File: config.mk
export PLATFORM = sky130hd
export DESIGN_NAME = input_conditioner
export DESIGN_NICKNAME = d
export VERILOG_FILES = /design/src/rtl/input_conditioner.sv
export SDC_FILE = /design/constraint.sdc
export NUM_CORES = 1
export LEC_CHECK = 0
export BUFFER_PORTS_ARGS = -buffer_cell sky130_fd_sc_hd__clkbuf_2
export CAP_MARGIN = 20
export CORE_MARGIN = 1.5
export CORE_UTILIZATION = 50
export CTS_BUF_LIST = sky130_fd_sc_hd__clkbuf_8
export CTS_CLUSTER_SIZE = 16
export DETAILED_ROUTE_END_ITERATION = 10
export HOLD_SLACK_MARGIN = 0.15
export PLACE_DENSITY = 0.67
export SYNTH_ARGS = -nofsm -noshare
export SYNTH_HDL_FRONTEND = slang
export SYNTH_SLANG_ARGS = --single-unit
File: constraint.sdc
create_clock -name clk27 -period 2.4 [get_ports clk27]
set_input_delay 0.24 -clock clk27 [delete_from_list [all_inputs] [get_ports clk27]]
set_output_delay 0.24 -clock clk27 [all_outputs]
set_load 0.01 [all_outputs]
File: src/rtl/input_conditioner.sv
// Per-channel conditioning of slow asynchronous control inputs in the clk27 domain:
// synchronizer, polarity fix, debounce, edge pulses, LED stretcher, sticky flag and rise counter.
module input_conditioner #(
  parameter int unsigned          NUM_CH          = 4,
  parameter int unsigned          SYNC_STAGES     = 2,
  parameter int unsigned          DEBOUNCE_CYCLES = 270000,
  parameter int unsigned          STRETCH_CYCLES  = 16777215,
  parameter logic [NUM_CH-1:0]    INVERT_MASK     = '0
) (
  input  logic                  clk27,
  input  logic                  reset,
  input  logic [NUM_CH-1:0]     in_i,
  input  logic [NUM_CH-1:0]     evt_clr_i,
  output logic [NUM_CH-1:0]     stable_o,
  output logic [NUM_CH-1:0]     rise_o,
  output logic [NUM_CH-1:0]     fall_o,
  output logic [NUM_CH-1:0]     stretch_o,
  output logic [NUM_CH-1:0]     evt_o,
  output logic [NUM_CH*8-1:0]   evt_cnt_o
);

  localparam int unsigned DW = $clog2(DEBOUNCE_CYCLES + 1);
  localparam int unsigned SW = $clog2(STRETCH_CYCLES + 1);

  for (genvar i = 0; i < NUM_CH; i++) begin : g_ch
    logic [SYNC_STAGES-1:0] sync_q;
    logic [DW-1:0]          db_cnt;
    logic [SW-1:0]          st_cnt;
    logic                   stable_q;
    logic                   rise_q;
    logic                   fall_q;
    logic                   evt_q;
    logic [7:0]             cnt_q;
    logic                   s;
    logic                   mism;
    logic                   accept;
    logic                   rise_dec;

    // Chain idles at the pin's inactive level so reset release produces no edge
    assign s        = sync_q[SYNC_STAGES-1] ^ INVERT_MASK[i];
    assign mism     = (s != stable_q);
    assign accept   = mism && (db_cnt == DW'(DEBOUNCE_CYCLES - 1));
    assign rise_dec = accept && s;

    always_ff @(posedge clk27) begin
      if (reset) begin
        sync_q   <= {SYNC_STAGES{INVERT_MASK[i]}};
        db_cnt   <= '0;
        st_cnt   <= '0;
        stable_q <= 1'b0;
        rise_q   <= 1'b0;
        fall_q   <= 1'b0;
        evt_q    <= 1'b0;
        cnt_q    <= '0;
      end else begin
        sync_q <= {sync_q[SYNC_STAGES-2:0], in_i[i]};

        if (accept) begin
          stable_q <= s;
          db_cnt   <= '0;
        end else if (mism) begin
          db_cnt <= db_cnt + DW'(1);
        end else begin
          db_cnt <= '0;
        end

        rise_q <= rise_dec;
        fall_q <= accept && !s;

        if (rise_dec)
          st_cnt <= SW'(STRETCH_CYCLES);
        else if (st_cnt != '0)
          st_cnt <= st_cnt - SW'(1);

        // A clear in the same cycle as a rise loses to the set
        if (rise_dec)
          evt_q <= 1'b1;
        else if (evt_clr_i[i])
          evt_q <= 1'b0;

        if (rise_dec)
          cnt_q <= cnt_q + 8'd1;
      end
    end

    assign stable_o[i]        = stable_q;
    assign rise_o[i]          = rise_q;
    assign fall_o[i]          = fall_q;
    assign stretch_o[i]       = (st_cnt != '0);
    assign evt_o[i]           = evt_q;
    assign evt_cnt_o[8*i +: 8] = cnt_q;
  end

endmodule

# Word-level counts from Yosys, hierarchy flattened
# Index checks and enable logic that the tools add are counted.
[classes] n_bitwise=4 n_addsub=12 mux=16 n_eq_ne=8 reduce_logical=32
[ops] cell="two-way mux 24 bit" count=8
[ops] cell="nonzero test 24 bit" count=4
[ops] cell="subtractor 24 x 1 -> 24 bit (second input constant)" count=4
[ops] cell="adder 19 x 1 -> 19 bit (second input constant)" count=4
[ops] cell="== test 19 bit (second input constant)" count=4
[ops] cell="adder 8 x 1 -> 8 bit (second input constant)" count=4
[ops] cell="nonzero test 2 bit" count=8
[ops] cell="logical AND 1 bit" count=12
[ops] cell="OR reduction 3 bit" count=4
[ops] cell="two-way mux 1 bit" count=8
[ops] cell="zero test 1 bit" count=4
[ops] cell="inequality test 1 bit" count=4
[ops] cell="NOT 1 bit" count=4
[word_totals] wordCells=104 register_bits=228 inputBits=10

# Logic depth before layout (Yosys ltp)
[depth] ltp_word=4 mapped_depth=8 mapped_depth_nobuf=7

# Least setup slack after synthesis
# OpenSTA, ideal clock, no wires.
[synth_timing] path_kind="reg-to-reg" startpoint="register g_ch[3].db_cnt[0]" endpoint="register g_ch[3].st_cnt[14]" path_buffers=2 stages_incl_launch_ff=9 synth_period_minus_slack_ns=2.114 t_required_ns=2.330 path_slack_ns=0.286 arrival_time_ns=2.044 path_cell_list="dfxtp_1 ha_1 nand2_1 or2_2 or3_1 or2_2 clkbuf_1 clkbuf_1 a21oi_1"
[synth_via] elab_chain_len=4 elab_cells_between_ends=5
[synth_rtl] element="start, declared" line_no="27" rtl="logic [DW-1:0] db_cnt;"
[synth_rtl] element="start signal, assigned" line_no="62" rtl="db_cnt <= db_cnt + DW'(1);"
[synth_rtl] element="== test 19 bit *" line_no="42" rtl="assign accept = mism && (db_cnt == DW'(DEBOUNCE_CYCLES - 1));"
[synth_rtl] element="logical AND 1 bit *" line_no="42"
[synth_rtl] element="logical AND 1 bit *" line_no="43" rtl="assign rise_dec = accept && s;"
[synth_rtl] element="two-way mux 24 bit / nonzero test 2 bit (equally long branches)"
[synth_rtl] element="end signal, assigned" line_no="71" rtl="st_cnt <= SW'(STRETCH_CYCLES);"
[synth_rtl] element="end signal, assigned" line_no="73" rtl="st_cnt <= st_cnt - SW'(1);"
[synth_rtl] element="end, declared" line_no="28" rtl="logic [SW-1:0] st_cnt;"
# Mark *: on every way between the ends. The rest lies on a longest branch, timed or not.
# A chain may end at the register's enable or synchronous reset.

# Worst setup path after layout
[layout_timing] startpoint="register g_ch[1].st_cnt[15]" endpoint="output port stretch_o[1]"
[layout_via] elab_chain_len=1
[layout_rtl] element="start, declared" line_no="28"
[layout_rtl] element="start signal, assigned" line_no="71"
[layout_rtl] element="start signal, assigned" line_no="73"
[layout_rtl] element="nonzero test 24 bit" line_no="89" rtl="assign stretch_o[i] = (st_cnt != '0);"
[layout_rtl] element="end, declared" line_no="17" rtl="output logic [NUM_CH-1:0] stretch_o,"
# Every way passes these cells.

==> impl_metrics.sql <==
INSERT INTO impl_metrics (metric_group, metric, value, unit) VALUES
('outcome', 'status', 'finished, final reports clean', ''),
('floorplanning', 'die_h', '148', 'µm'),
('drt', 'finalWirelength', '21400', 'µm'),
('critical_path', 'timing.critical_path.required', '2.16', 'ns'),
('power_and_ir_drop', 'p_leak', '0.00439', 'µW'),
('cts', 'clk_pin_slew', '0.06', 'ns'),
('floorplanning', 'ioPinCount', '62', ''),
('synth', 'synthesis.nets', '1242', ''),
('synth', 'synth.area.top_cells', 'sky130_fd_sc_hd__dfxtp_1 (43%), sky130_fd_sc_hd__xnor2_1 (7.6%), sky130_fd_sc_hd__a21oi_1 (5.1%), sky130_fd_sc_hd__xor2_1 (5.0%), sky130_fd_sc_hd__nor2_1 (4.8%)', ''),
('synth', 'synth.ff_latch_count', '228', ''),
('global_routing', 'grt_first_pass_wirelength', '36600', 'µm'),
('global_routing', 'antenna_found_initial', '0', ''),
('timing', 'worst_pin_slew', '0.631', 'ns'),
('drt', 'detailedRoute.firstPassIterationCount', '4', ''),
('synth', 'synthDistinctLibCells', '55', ''),
('power_and_ir_drop', 'peakVddDrop', '637', 'µV'),
('global_routing', 'via_count_of_the_first_global_routing_pass', '8146', ''),
('finish', 'fillers', '1866', ''),
('global_routing', 'grt_start_max_net_pins', '69', ''),
('finish', 'flow.area_growth_from_synthesis', '15.5', '%'),
('finish', 'final_layout_size_suffix_gt1_share', '14.7', '%'),
('floorplanning', 'design.die.area', '21900', 'µm²'),
('timing', 'slew_viol_final', '0', ''),
('timing', 'period_utilisation_layout', '95.8', '%'),
('critical_path', 'worstPathArrival', '2.06', 'ns'),
('drt', 'drt_drc', '0', ''),
('critical_path', 'worstSetupStartpointType', 'flop', ''),
('timing', 'setup-tns-final', '0', 'ns'),
('drt', 'final_antenna_net_count', '0', ''),
('drt', 'drtIter0Drc', '352', ''),
('finish', 'layout.nets', '1324', ''),
('timing', 'timing.final.hold_violations', '0', ''),
('drt', 'dr_total_vias', '8707', ''),
('timing', 'period_needed', '2.30', 'ns'),
('cts', 'htreeDepth', '2', ''),
('timing', 'slew_headroom', '57.6', '%'),
('global_routing', 'globalRouteTotalUtil', '19.4', '%'),
('timing', 'hold_ws', '0.436', 'ns'),
('synth', 'synth-async-reset-ratio', '0', '%'),
('timing', 'timing.fmax', '435', 'MHz'),
('floorplanning', 'initial_core_util', '51.6', '%'),
('global_routing', 'overflow_left_after_global_routing', '0', ''),
('power_and_ir_drop', 'power_density', '1230', 'nW/µm²'),
('min_path', 'worst_hold_path_type', 'reg2reg', ''),
('timing', 'worst_clock_skew', '0.0195', 'ns'),
('critical_path', 'worst-setup-path-type', 'reg2out', ''),
('synth', 'synth-edff-count', '0', ''),
('cts', 'cts_bufs_inserted', '41', ''),
('synth', 'netlist_top_cells_count', 'sky130_fd_sc_hd__dfxtp_1 (228), sky130_fd_sc_hd__nor2_1 (134), sky130_fd_sc_hd__a21oi_1 (108)', ''),
('critical_path', 'critical_path.max_fanout', '5', ''),
('timing', 'setup-violations-final', '0', ''),
('synth', 'yosysSeqAreaShare', '43.3', '%'),
('cts', 'cts-root-buf', 'sky130_fd_sc_hd__clkbuf_8', ''),
('floorplanning', 'placementRows', '52', ''),
('floorplanning', 'design.core.area', '20400', 'µm²'),
('floorplanning', 'die-width', '148', 'µm'),
('cts', 'clkLatencyLatePin', '0.54', 'ns'),
('cts', 'clock_sink_count', '228', ''),
('cts', 'tritoncts_clock_tree', 'built', ''),
('finish', 'antenna_fix_cells', '0', ''),
('synth', 'synth_most_common_cell', 'sky130_fd_sc_hd__dfxtp_1', ''),
('synth', 'yosysWarnings', '0', ''),
('synth', 'mappedNetlistArea', '10500', 'µm²'),
('critical_path', 'critical_path.endpoint_type', 'primary output', ''),
('synth', 'synth-main-ff-cell', 'sky130_fd_sc_hd__dfxtp_1', ''),
('synth', 'synthDominantAreaCellType', 'sky130_fd_sc_hd__dfxtp_1', ''),
('synth', 'syn_avg_cell_area', '8.66', 'µm²'),
('drt', 'routed_wire_length_per_instance', '13.4', 'µm'),
('cts', 'cts-root-to-sink-buffers', '3', ''),
('placed_design', 'numPortBuffers', '61', ''),
('synth', 'synth_top_cell_area_share', '43.3', '%'),
('drt', 'drt-vias-per-instance', '5.44', ''),
('synth', 'post_synth_inst_count', '1216', ''),
('placed_design', 'post-dp-hpwl', '13900', 'µm'),
('flow_run', 'max_cap_viol_count', '0', ''),
('placed_design', 'gp_routability_congestion', '0.762', '');
state kept, by name (all words and copies together), names as in the netlist:
register,count
g_ch.cnt_q,32
g_ch.db_cnt,76
g_ch.sync_q,8
g_ch.fall_q,4
g_ch.stable_q,4
g_ch.evt_q,4
g_ch.st_cnt,96
g_ch.rise_q,4
per-stage QoR:
step	cells	worst slack [ns]	power, µW	instance area, µm²	utilization (%)
6_report	1601	0.100	15000	12200	59.6
5_1_grt	1601	-0.0229	16100	12200	59.6
4_1_cts	1596	0.0105	15000	12100	59.3
3_5_place_dp	1509	0.135	10900	11100	54.3
3_3_place_gp	1509	0.176	10900	11100	54.3
2_1_floorplan	1216	0.286	9590	10500	-
logic make-up after synthesis:
group                      share of synthesized area, %
and+or+nand+nor                                    27.3
DFF                                                43.3
AOI/OAI and AO/OA                                  10.1
xor gates and xnor gates                           12.6
buffers and inverters                              4.03
adders and majority gates                          1.90
muxes                                             0.784
path summary, 6_finish.rpt:
path                       from                 to  slack, ns  cells past startpoint
max          g_ch[1].st_cnt[15]       stretch_o[1]       0.10                      4
min           g_ch[3].sync_q[0]  g_ch[3].sync_q[1]       0.44                      1
max reg2reg   g_ch[3].db_cnt[0]   g_ch[3].cnt_q[5]       0.16                      6
min reg2reg   g_ch[3].sync_q[0]  g_ch[3].sync_q[1]       0.44                      1
area by class of cell:
| class | count | area (µm²) | share of cell area (%) |
|---|---|---|---|
| sequential | 228 | 4560 | 37.5 |
| clock buffer | 51 | 702 | 5.77 |
| timing repair buffer | 107 | 691 | 5.68 |
| multi-input combinational | 895 | 5610 | 46.1 |
| inverter | 25 | 93.8 | 0.771 |
| tap | 270 | 338 | 2.78 |
| clock inverter | 25 | 168 | 1.38 |
layer usage:
metal	track usage, %	vias to the layer above	routed length (µm)
li1	-	4471	-
met1	25.5	4081	10400
met2	32.4	123	9820
met3	3.65	32	805
met4	6.19	0	372
met5	0	-	0
where the power goes:
group          total [µW]  switching (µW)  internal, µW  leakage [µW]
clock                3740            1590          2150      0.000502
sequential           5150             698          4450       0.00185
combinational        6110            3300          2810       0.00203
layout by cell type (no fill, tap or decap), types with 4 or more instances in the layout:
cell type                       count
sky130_fd_sc_hd__and2_1             7
sky130_fd_sc_hd__dfxtp_1          228
sky130_fd_sc_hd__xor2_1            60
sky130_fd_sc_hd__nand2b_1          14
sky130_fd_sc_hd__o21ai_0           34
sky130_fd_sc_hd__or4_1             16
sky130_fd_sc_hd__nand2_1           56
sky130_fd_sc_hd__inv_1             39
sky130_fd_sc_hd__a21oi_1          108
sky130_fd_sc_hd__and4_1            11
sky130_fd_sc_hd__nand3b_1           4
sky130_fd_sc_hd__nor4_1            37
sky130_fd_sc_hd__o211ai_1           8
sky130_fd_sc_hd__nor2b_1           15
sky130_fd_sc_hd__or3_1             31
sky130_fd_sc_hd__ha_1              16
sky130_fd_sc_hd__nor2_1           134
sky130_fd_sc_hd__nor3_1            52
sky130_fd_sc_hd__nand3_1           51
sky130_fd_sc_hd__clkbuf_8          51
sky130_fd_sc_hd__clkbuf_2          60
sky130_fd_sc_hd__or4_4              5
sky130_fd_sc_hd__a211oi_1           9
sky130_fd_sc_hd__dlygate4sd3_1     10
sky130_fd_sc_hd__a31oi_1           15
sky130_fd_sc_hd__nand4_1           30
sky130_fd_sc_hd__nor3b_1            7
sky130_fd_sc_hd__clkinv_2           6
sky130_fd_sc_hd__or2_2             11
sky130_fd_sc_hd__xnor2_1           91
sky130_fd_sc_hd__nor4b_1            8
sky130_fd_sc_hd__and3_1            19
sky130_fd_sc_hd__buf_4             36
sky130_fd_sc_hd__mux2i_1            6
repair_timing:
item                                    in CTS  in global routing
buffers inserted                             1                  5
pin swaps                                    3                  3
endpoints found under the setup margin       4                  8
endpoints found under the hold margin       30                  0
hold buffers                                10                  0
resized for setup                           11                  4
worst max-delay path, stage by stage, from the launching register on:
cell	delay, ns
sky130_fd_sc_hd__dfxtp_1	0.32
sky130_fd_sc_hd__or4_4	0.58
sky130_fd_sc_hd__nor4_4	0.34
sky130_fd_sc_hd__nand2_2	0.14
sky130_fd_sc_hd__clkbuf_2	0.15
(Power assumes the default switching activity.)
